==> src/rtl/ddr_multi_render_writer_pkg.sv <==
// ---------------------------------------------------------------------------
// ddr_multi_render_writer_pkg
// Shared types and constants for the multi-channel render writer:
//   state_t          - writer FSM states
//   MCB_INSTR_WRITE  - MCB command code for a write
//   MCB_MAX_BL       - largest burst the MCB port accepts (words)
//   clog2()          - ceiling log2 usable in parameter expressions
// ---------------------------------------------------------------------------
package ddr_multi_render_writer_pkg;

  typedef enum logic [2:0] {
    WAIT_CAL,
    ARB,
    FILL,
    CMD,
    SWAP
  } state_t;

  localparam logic [2:0] MCB_INSTR_WRITE = 3'b000;
  localparam int         MCB_MAX_BL      = 64;

  // Ceiling log2; clog2(1) == 0.
  function automatic int clog2(input int value);
    int result;
    int v;
    result = 0;
    v      = value - 1;
    while (v > 0) begin
      result++;
      v = v >> 1;
    end
    return result;
  endfunction

endpackage

==> src/rtl/ddr_multi_render_writer_rr_arbiter.sv <==
// ---------------------------------------------------------------------------
// ddr_multi_render_writer_rr_arbiter
// Round-robin picker over N requesters. The grant is combinational: the first
// requester strictly after the last granted index, wrapping around. The
// last-grant pointer only moves when 'advance' is high.
// Ports:
//   clk, reset  - clock, synchronous active-high reset
//   req[N]      - request vector
//   advance     - commit the current grant as the new last grant
//   grant       - index of the chosen requester (valid when any=1)
//   any         - at least one request is present
// ---------------------------------------------------------------------------
module ddr_multi_render_writer_rr_arbiter #(
  parameter int N     = 4,
  parameter int IDX_W = 2
) (
  input  logic             clk,
  input  logic             reset,
  input  logic [N-1:0]     req,
  input  logic             advance,
  output logic [IDX_W-1:0] grant,
  output logic             any
);

  logic [IDX_W-1:0] last_q;
  logic [IDX_W:0]   cand;

  // Walk from the farthest candidate to the nearest so the nearest requester
  // after last_q overwrites any earlier hit; no early exit needed.
  always_comb begin
    // NOTE: every output of a combinational block gets a default first, so no
    // path can leave it unassigned and infer a latch.
    grant = last_q;
    any   = 1'b0;
    cand  = '0;
    for (int off = N; off >= 1; off--) begin
      cand = {1'b0, last_q} + (IDX_W+1)'(off);
      if (cand >= (IDX_W+1)'(N)) begin
        cand = cand - (IDX_W+1)'(N);
      end
      if (req[cand[IDX_W-1:0]]) begin
        grant = cand[IDX_W-1:0];
        any   = 1'b1;
      end
    end
  end

  // Starts at N-1 so that index 0 wins the first arbitration after reset.
  always_ff @(posedge clk) begin
    if (reset) begin
      last_q <= IDX_W'(N - 1);
    end else if (advance) begin
      last_q <= grant;
    end
  end

endmodule

==> src/rtl/ddr_multi_render_writer.sv <==
// ---------------------------------------------------------------------------
// ddr_multi_render_writer
// Merges NUM_CH render engines into one MCB write port. Each channel owns a
// CH_SPAN_WORDS region inside the back frame; words are packed into bursts of
// up to BURST_LEN, pushed to the write FIFO, then a write command is issued.
// When every channel reports frame done and the write FIFO drains, the
// display frame flips and the regions restart at offset 0.
// Ports:
//   clk, reset                 - render clock, synchronous active-high reset
//   ch_data/ch_valid/ch_ack    - per-channel word stream (valid/ack handshake)
//   ch_frame_done              - per-channel end-of-frame pulse
//   mem_calib_done             - MCB calibration complete
//   wr_full/wr_empty/cmd_full  - MCB FIFO status
//   wr_en/wr_data              - write-FIFO push
//   cmd_en/cmd_instr/cmd_bl/cmd_byte_addr - MCB write command
//   memory_frame, frame_swap   - displayed frame and its toggle pulse
//   overflow                   - sticky: a channel ran past its region
// ---------------------------------------------------------------------------
module ddr_multi_render_writer
  import ddr_multi_render_writer_pkg::*;
#(
  parameter int          NUM_CH        = 4,
  parameter int          BURST_LEN     = 32,
  parameter int          CH_SPAN_WORDS = 131072,
  parameter logic [29:0] FRAME0_BASE   = 30'h0000000,
  parameter logic [29:0] FRAME1_BASE   = 30'h0400000
) (
  input  logic                 clk,
  input  logic                 reset,
  input  logic [NUM_CH*32-1:0] ch_data,
  input  logic [NUM_CH-1:0]    ch_valid,
  output logic [NUM_CH-1:0]    ch_ack,
  input  logic [NUM_CH-1:0]    ch_frame_done,
  input  logic                 mem_calib_done,
  input  logic                 wr_full,
  input  logic                 wr_empty,
  input  logic                 cmd_full,
  output logic                 wr_en,
  output logic [31:0]          wr_data,
  output logic                 cmd_en,
  output logic [2:0]           cmd_instr,
  output logic [5:0]           cmd_bl,
  output logic [29:0]          cmd_byte_addr,
  output logic                 memory_frame,
  output logic                 frame_swap,
  output logic                 overflow
);

  localparam int IDX_W  = (NUM_CH > 1) ? clog2(NUM_CH) : 1;
  localparam int PTR_W  = clog2(CH_SPAN_WORDS) + 1;
  localparam int BEAT_W = clog2(MCB_MAX_BL) + 1;

  localparam logic [PTR_W-1:0]  PTR_MAX       = PTR_W'(CH_SPAN_WORDS);
  localparam logic [BEAT_W-1:0] BEATS_FULL    = BEAT_W'(BURST_LEN);
  localparam logic [29:0]       CH_SPAN_BYTES = 30'(CH_SPAN_WORDS * 4);

  state_t            state_q, state_d;
  logic [IDX_W-1:0]  grant_q, arb_grant;
  logic              arb_any, arb_advance;
  logic [PTR_W-1:0]  ptr_q [NUM_CH];
  logic [PTR_W-1:0]  start_ptr_q, grant_ptr;
  logic [BEAT_W-1:0] beats_q;
  logic [NUM_CH-1:0] done_q;
  logic              memory_frame_q, overflow_q;
  logic              grant_valid, grant_done;
  logic              fill_ready, xfer, push, swap_go;
  logic [29:0]       target_base;

  // Candidates are channels with data; the done flag only matters once a
  // channel has nothing left to send.
  ddr_multi_render_writer_rr_arbiter #(
    .N     (NUM_CH),
    .IDX_W (IDX_W)
  ) u_rr_arbiter (
    .clk     (clk),
    .reset   (reset),
    .req     (ch_valid),
    .advance (arb_advance),
    .grant   (arb_grant),
    .any     (arb_any)
  );

  assign grant_valid = ch_valid[grant_q];
  assign grant_done  = done_q[grant_q];
  assign grant_ptr   = ptr_q[grant_q];
  assign fill_ready  = (state_q == FILL) && (beats_q < BEATS_FULL) && !wr_full;
  assign xfer        = fill_ready && grant_valid;
  // A word beyond the region is still consumed so the engine cannot stall,
  // but it is dropped rather than written over the next channel's region.
  assign push        = xfer && (grant_ptr < PTR_MAX);
  assign swap_go     = (state_q == SWAP) && wr_empty;
  assign arb_advance = (state_q == ARB) && arb_any;

  // The writer always fills the frame that is not on display.
  assign target_base = memory_frame_q ? FRAME0_BASE : FRAME1_BASE;

  assign cmd_instr    = MCB_INSTR_WRITE;
  assign memory_frame = memory_frame_q;
  assign overflow     = overflow_q;

  always_comb begin
    state_d       = state_q;
    ch_ack        = '0;
    wr_en         = 1'b0;
    wr_data       = '0;
    cmd_en        = 1'b0;
    cmd_bl        = '0;
    cmd_byte_addr = '0;
    frame_swap    = 1'b0;

    unique case (state_q)
      WAIT_CAL: begin
        if (mem_calib_done) state_d = ARB;
      end

      ARB: begin
        if (arb_any)      state_d = FILL;
        else if (&done_q) state_d = SWAP;
      end

      FILL: begin
        ch_ack[grant_q] = fill_ready;
        wr_en           = push;
        if (push) wr_data = ch_data[32*grant_q +: 32];
        if (beats_q == BEATS_FULL) begin
          state_d = CMD;
        end else if (!grant_valid) begin
          // Empty burst: release the grant. Partial burst: flush only once
          // the channel has declared its frame done, otherwise keep waiting.
          if (beats_q == '0)   state_d = ARB;
          else if (grant_done) state_d = CMD;
        end
      end

      CMD: begin
        cmd_bl        = 6'(beats_q - 1'b1);
        cmd_byte_addr = target_base + (30'(grant_q) * CH_SPAN_BYTES) + (30'(start_ptr_q) << 2);
        if (!cmd_full) begin
          cmd_en  = 1'b1;
          state_d = ARB;
        end
      end

      SWAP: begin
        if (wr_empty) begin
          frame_swap = 1'b1;
          state_d    = ARB;
        end
      end

      default: state_d = WAIT_CAL;
    endcase
  end

  always_ff @(posedge clk) begin
    if (reset) begin
      // NOTE: the pointer array is a handful of flops, not a RAM, so it is
      // reset like any other state; a new frame must start at offset 0.
      state_q        <= WAIT_CAL;
      grant_q        <= '0;
      start_ptr_q    <= '0;
      beats_q        <= '0;
      done_q         <= '0;
      memory_frame_q <= 1'b0;
      overflow_q     <= 1'b0;
      for (int c = 0; c < NUM_CH; c++) ptr_q[c] <= '0;
    end else begin
      // NOTE: sequential state uses non-blocking assignments so every flop
      // samples pre-edge values regardless of statement order.
      state_q <= state_d;

      if (arb_advance) begin
        grant_q     <= arb_grant;
        start_ptr_q <= ptr_q[arb_grant];
        beats_q     <= '0;
      end

      if (push) begin
        beats_q          <= beats_q + 1'b1;
        ptr_q[grant_q]   <= grant_ptr + 1'b1;
      end

      if (xfer && !push) overflow_q <= 1'b1;

      if (swap_go) begin
        memory_frame_q <= ~memory_frame_q;
        for (int c = 0; c < NUM_CH; c++) ptr_q[c] <= '0;
      end

      // A done pulse coinciding with the swap belongs to the new frame.
      done_q <= (swap_go ? '0 : done_q) | ch_frame_done;
    end
  end

endmodule
==> config.mk <==
export PLATFORM = sky130hd
export DESIGN_NAME = ddr_multi_render_writer
export DESIGN_NICKNAME = d
export VERILOG_FILES = /design/src/rtl/ddr_multi_render_writer_pkg.sv /design/src/rtl/ddr_multi_render_writer_rr_arbiter.sv /design/src/rtl/ddr_multi_render_writer.sv
export SDC_FILE = /design/constraint.sdc
export NUM_CORES = 1
export LEC_CHECK = 0
export ABC_AREA = 1
export BUFFER_PORTS_ARGS = -buffer_cell sky130_fd_sc_hd__buf_2
export CORE_MARGIN = 3
export CORE_UTILIZATION = 40
export DETAILED_ROUTE_END_ITERATION = 12
export PLACE_DENSITY_LB_ADDON = 0.12
export SYNTH_ARGS = -nofsm -noshare
export SYNTH_HDL_FRONTEND = slang
export SYNTH_SLANG_ARGS = --single-unit
==> constraint.sdc <==
create_clock -name clk -period 2.15 [get_ports clk]
set_clock_uncertainty 0.05 [all_clocks]
set_input_delay 0.215 -clock clk [delete_from_list [all_inputs] [get_ports clk]]
set_output_delay 0.215 -clock clk [all_outputs]
set_load 0.01 [all_outputs]
==> impl_results.md, run 1 <==
- Status: finished with violations
- Violated checks: negative setup slack
- CTS tree: done
- Final setup violation count: 46
- P_leak: 5.01 nW
- GPL Wtd Cong: 0.895
- Reg-to-reg endpoint: ptr_q[0][7]
- Vias: 8179
- Buf/Inv on CP: 5
- Register area share after synthesis: 37.7%
- WL met1: 11.9 mm
- Root Driver: clkbuf_16
- Full die area: 21400 µm²
- CP delay by family, top: buffers and inverters
- Proportion of layout cells with a drive suffix above 1: 37.7%
- Crit-path max FO: 8
- Placed cell count: 1552
- Power Density: 1360 nW/µm²
- Antenna violations before repair: 1
- Worst slew pin tran: 537 ps
- First-pass GRT wire length: 41.5 mm
- Synth Flop Type: edfxtp_1
- Syn_area_per_cell: 7.41 µm²
- Port bufs: 209
- DR top layer: met5
- Clock buffer depth: 2
- ANT cells: 0
- Yosys warnings: 0
- Core ar.: 19000 µm²
- Grt ovf: 0
- Clock sink count: 112
- CP Class: reg2out
- First-pass DRT Iterations: 5
- CP Launch Type: register
- DR vias/cell: 5.10
- Hold slack: 16.2 ps
- GR Util All Layers: 24.2%
- Mean routed wirelength per cell: 17.2 µm
- Worst vdd ir: 0.763 mV
- Post-Layout Cell Count: 1604
- Total CTS buffers: 9
- Cell variety after synth: 49
- FF+latch count, synth: 112
- Clock-pin slew on the worst setup and hold paths: 80 ps
- Detailed-route DRC error count: 0
- Cell count of the worst reg-to-reg path: 11
- Max Transition Viols Final: 0
- Vias in the first global route: 7583
- Chip height: 146 µm
- Layout area overhead: 39.5%
- Final min period: 2220 ps
- Hold Path Class: in2reg
- Post-synthesis cell area: 7860 µm²
- End of the critical path: wr_data[1]
- Post-synth EDFFs: 72
- CP max-delay cell: dfxtp_4
- Post-synth ARST share: 0%
- Final HPWL DP: 19.9 mm
- Largest net degree at the start of global routing: 34
- Final WL: 27.6 mm
- Initial Util: 41.3%
- Critical Path RT: 1880 ps
- Setup slack after layout: -70.1 ps
- Max_slew headroom: 64.2%
- Wire length on met3: 2.35 mm
- IO Count: 222
- Cell mode on critical path: buf_6
- Reg2reg setup slack: -20 ps
- H-tree levels: 3
- Iteration-0 DRC Markers: 743
- Fmax: 450 MHz
- Cells after synthesis: 1060
- Max-Cap Viols: 0
- Die W: 146 µm
- RSZ-0062 raised after global routing: true
- Number of nets with antenna violations after routing: 0
- Worst-path cell chain: buf_6 -> buf_12 -> a21oi_4 -> a32oi_4 -> nor2_8 -> inv_6 -> buf_6 -> a31oi_1 -> buf_2
- Levels on crit path: 9
- Met2 WL post-DR: 13.0 mm
- Nets: 1486
- Fin. Hold Viols: 0
- Crit path DAT: 1960 ps
- CP peak stage delay: 380 ps
- Clk_lat worst skew: 360 ps
- Filler cell count: 1800
- CP Capture Type: output port
- Fin crit share: 103%
- # rows: 50
[stage by stage]
stage / cell area, µm² / worst slack, ps / setup TNS [ps] / utilization, % / total power [mW]
detailed placement: 9680 / 6.94 / 0 / 50.9 / 11.8
global placement: 9680 / 36.6 / 0 / 50.9 / 11.7
global route: 11000 / -125 / -9020 / 57.6 / 15.9
CTS: 10200 / -33.8 / -287 / 53.6 / 13.7
floorplan: 7940 / -14.9 / -59.5 / - / 8.88
finish: 11000 / -70.1 / -1530 / 57.6 / 14.9
[placed cells by master, fill, tap and decap left out, types with 6 or more instances in the layout]
cell / netlist / final
dfxtp_1: 40 / 34
buf_12: 0 / 20
clkbuf_16: 0 / 18
buf_2: 14 / 206
o21ai_1: 12 / 12
nand3_2: 12 / 21
nand2_2: 18 / 33
edfxtp_1: 72 / 72
inv_1: 145 / 142
nand3_1: 127 / 116
nand2_8: 0 / 6
a31oi_1: 33 / 25
xor2_1: 7 / 6
nor2_4: 7 / 11
buf_6: 14 / 15
o21ai_0: 21 / 13
a21oi_1: 71 / 62
o21ai_2: 5 / 13
a22oi_1: 32 / 31
nand2_1: 200 / 178
buf_4: 19 / 70
nand4_1: 6 / 6
conb_1: 1 / 12
nor2_1: 111 / 104
nand2_4: 7 / 8
inv_2: 10 / 10
nor2_2: 9 / 12
a21oi_2: 2 / 10
[state kept, by name (all words and copies together), names as in the netlist, named ones only]
register and cells:
u_rr_arbiter.last_q 2, done_q 4, overflow 1, grant_q 2, state_q 3, ptr_q 72, memory_frame 1, beats_q 7
start_ptr_q 18
[worst min-delay path: cells and delay by family]
family                 cells  cell delay [ps]
buffers and inverters      1               80
AOI/OAI and AO/OA          1               70
and+or+nand+nor            1               40
[report_power, final]
| part | switching (mW) | total (mW) | leakage (nW) | internal (mW) |
|---|---|---|---|---|
| Combinational | 6.22 | 10.3 | 3.79 | 4.04 |
| Clock | 0.806 | 1.64 | 0.142 | 0.834 |
| Sequential | 0.240 | 2.98 | 1.08 | 2.74 |
| Total | 7.26 | 14.9 | 5.01 | 7.61 |
[area by class of cell]
class	instances	area [µm²]	area share, %
multi-input cells	730	4350	39.7
well taps	260	325	2.97
clock buffers	11	244	2.23
inverters	163	637	5.81
flip-flops and latches	112	2980	27.2
clock inverters	5	36.3	0.331
repair buffers	323	2390	21.8
[routing by layer]
metal	up-vias	track usage [%]
met5	-	0
met4	2	5.50
met3	34	5.56
met2	338	39.2
met1	3775	33.2
li1	4030	-
[synthesized netlist by cell type (12+ instances only)]
cell type / count / area share, %
buf_4: 19 / 1.8
o21ai_1: 12 / 0.76
buf_2: 14 / 0.89
nor2_1: 111 / 5.3
a22oi_1: 32 / 3.1
edfxtp_1: 72 / 28
nand3_1: 127 / 8.1
buf_6: 14 / 2.0
a21oi_1: 71 / 4.5
o21ai_0: 21 / 1.3
nand2_1: 200 / 9.6
dfxtp_1: 40 / 10
inv_1: 145 / 6.9
a31oi_1: 33 / 2.6
nand3_2: 12 / 1.5
clkbuf_1: 18 / 0.86
nand2_2: 18 / 1.4
[kinds of logic (layout without fill, tap and decap cells)]
| kind of cell | Yosys count | after routing | share of synthesized area (%) |
|---|---|---|---|
| AOI/OAI and AO/OA | 186 | 186 | 14.4 |
| other | 1 | 12 | 0.0477 |
| and+or+nand+nor | 512 | 512 | 31.1 |
| buffers and inverters | 229 | 502 | 13.7 |
| DFF | 112 | 112 | 37.7 |
| adders and majority gates | 5 | 5 | 0.796 |
| xor gates and xnor gates | 15 | 15 | 2.25 |
[repair_timing]
action	4_1_cts	5_1_grt
hold buffers	2	0
cloned	0	10
hold endpoints to repair	2	0
setup endpoints to repair	41	178
pin swaps	12	34
resized for setup	33	101
buffers inserted	14	11
[worst min path at each step]
stage,from,to,slack (ps),cells after the start
final,ch_frame_done[1],done_q[1],20,3
after global routing,ch_frame_done[1],done_q[1],20,3
after CTS,ch_frame_done[1],done_q[1],7,3
after global placement,ch_frame_done[1],done_q[1],370,3
after floorplan,ch_frame_done[0],done_q[0],280,2
after detailed placement,ch_frame_done[3],done_q[3],380,3
Note: power is estimated with default switching activity, not from simulation.
==> inputs of run 2 (changes only) <==
--- a/config.mk
+++ b/config.mk
@@ -11,6 +11,7 @@
 export CORE_UTILIZATION = 40
 export DETAILED_ROUTE_END_ITERATION = 12
 export PLACE_DENSITY_LB_ADDON = 0.12
+export REMOVE_ABC_BUFFERS = 1
 export SYNTH_ARGS = -nofsm -noshare
 export SYNTH_HDL_FRONTEND = slang
 export SYNTH_SLANG_ARGS = --single-unit
==> run 2 against run 1 <==
  * The run still ends with negative setup slack left
  * Via count is 0.73% higher
  * Sequential share of layout area is 0.59 points lower
  * Critical endpoint is now wr_data[20]
  * Sequential cell count stayed put
  * Global-route usage is 0.10 points higher
  * Largest power group unchanged
  * Routed wire length is 4.8% higher
  * Register-to-register slack worse by 40 ps
==> impl_results.md, run 2 (synthesis results as in run 1) <==
- Status: finished with violations
- Violated checks: negative setup slack
- Vias in the first global route: 7512
- Final HPWL DP: 19.2 mm
- Port bufs: 209
- Proportion of layout cells with a drive suffix above 1: 39.0%
- First-pass DRT Iterations: 5
- Chip height: 146 µm
- Grt ovf: 0
- Initial Util: 41.3%
- Crit path DAT: 2010 ps
- # rows: 50
- Final min period: 2280 ps
- Setup slack after layout: -126 ps
- Cell area after placement: 9450 µm²
- Clock buffer depth: 2
- Buf/Inv on CP: 5
- Final setup violation count: 56
- Antenna violations before repair: 0
- IO Count: 222
- Hold Path Class: in2reg
- Vias: 8239
- Worst vdd ir: 1.19 mV
- Nets: 1477
- Max-Cap Viols: 0
- Full die area: 21400 µm²
- Total CTS buffers: 9
- CP peak stage delay: 400 ps
- Mean routed wirelength per cell: 18.1 µm
- Power Density: 1330 nW/µm²
- RSZ-0062 raised after global routing: true
- Clock-pin slew on the worst setup and hold paths: 80 ps
- Root Driver: clkbuf_16
- Pre-CTS setup slack: -16.7 ps
- Levels on crit path: 9
- Max reg flops: 72
- Layout area overhead: 42.6%
- Cell count of the worst reg-to-reg path: 11
- CP Capture Type: output port
- Most frequent cells in the layout: buf_2 (198), nand2_1 (174), inv_1 (142)
- ANT cells: 0
- Final WL: 28.9 mm
- CTS tree: done
- Crit-path max FO: 6
- Critical Path RT: 1880 ps
- Fin crit share: 106%
- Iteration-0 DRC Markers: 635
- DR vias/cell: 5.17
- P_leak: 5.06 nW
- Hold slack: 3.09 ps
- Core ar.: 19000 µm²
- CP Class: reg2out
- Largest regs: ptr_q x72, start_ptr_q x18, beats_q x7
- Largest net degree at the start of global routing: 37
- Fin. Hold Viols: 0
- Max Transition Viols Final: 0
- Post-Layout Cell Count: 1595
- Clock sink count: 112
- Filler cell count: 1748
- Design area: 11200 µm²
- Hold path depth: 3
- Worst-path cell chain: inv_2 -> buf_4 -> nand2_2 -> a32oi_4 -> nor2_8 -> clkinv_8 -> buf_12 -> a31oi_2 -> buf_2
- Die W: 146 µm
- Fmax: 439 MHz
- Clk_lat worst skew: 370 ps
- Reg2reg setup slack: -60 ps
- GR Util All Layers: 24.3%
- Number of nets with antenna violations after routing: 0
- H-tree levels: 3
- Largest register by flop count: ptr_q
- CP Launch Type: register
- First-pass GRT wire length: 41.6 mm
- Commonest non-fill, non-tap cell in the layout: buf_2
- Detailed-route DRC error count: 0
- CP delay by family, top: buffers and inverters
- Placed cell count: 1539
- GPL Wtd Cong: 0.900
- Setup tns final: -2850 ps
- CP max-delay cell: dfxtp_4
run 2: cell types whose count changed in the layout (fill, tap and decap cells not counted), moves of 5 or more:
cell / before / now
nand2_4: 8 / 14
buf_2: 206 / 198
nand3_1: 116 / 121
o21ai_4: 0 / 6
buf_8: 1 / 6
a31oi_1: 25 / 16
a31oi_4: 4 / 13
buf_4: 70 / 63
run 2: power breakdown:
part / internal [mW] / total [mW] / leakage [nW] / switching (mW)
Sequential: 2.74 / 2.99 / 1.08 / 0.249
Combinational: 3.71 / 9.91 / 3.82 / 6.20
Clock: 1.14 / 1.95 / 0.162 / 0.810
Total: 7.59 / 14.9 / 5.06 / 7.26
run 2: through the flow:
step / utilization (%) / power, mW
CTS: 53.4 / 13.6
finish: 58.9 / 14.9
global route: 58.9 / 15.8
floorplan: - / 8.18
global placement: 49.7 / 11.2
detailed placement: 49.7 / 11.2
run 2: worst min-delay path, cell delays in order:
cell     delay [ps]
buf_2            80
nand2_1          40
o21ai_0          60
run 2: path summary, 6_finish.rpt:
kind                                       start           end
worst min register to register      memory_frame  memory_frame
worst max-delay path                    register   wr_data[20]
worst min-delay path            ch_frame_done[1]     done_q[1]
worst max register to register          register  ptr_q[3][16]
run 2: cell type report:
cell class	instances	area, µm²	area share (%)
Multi-Input combinational cell	730	4550	40.6
Sequential cell	112	2980	26.6
Timing Repair Buffer	313	2350	21.0
Inverter	163	648	5.78
Tap cell	260	325	2.90
Clock buffer	10	229	2.04
Clock inverter	6	108	0.960
Timing Repair inverter	1	8.76	0.0782
run 2: routing by layer:
metal / routed length [µm] / track usage [%]
met3: 2040 / 3.82
met1: 12900 / 35.1
met4: 541 / 5.60
met2: 13500 / 38.6
met5: 0 / 0
run 2: timing repair:
item                                    CTS  global route
gates resized for setup                  64           138
endpoints found under the hold margin     1             0
hold buffers                              1             0
endpoints found under the setup margin   40           163
pin swaps                                 7            19
cloned                                    1            14
setup buffers                            12            12
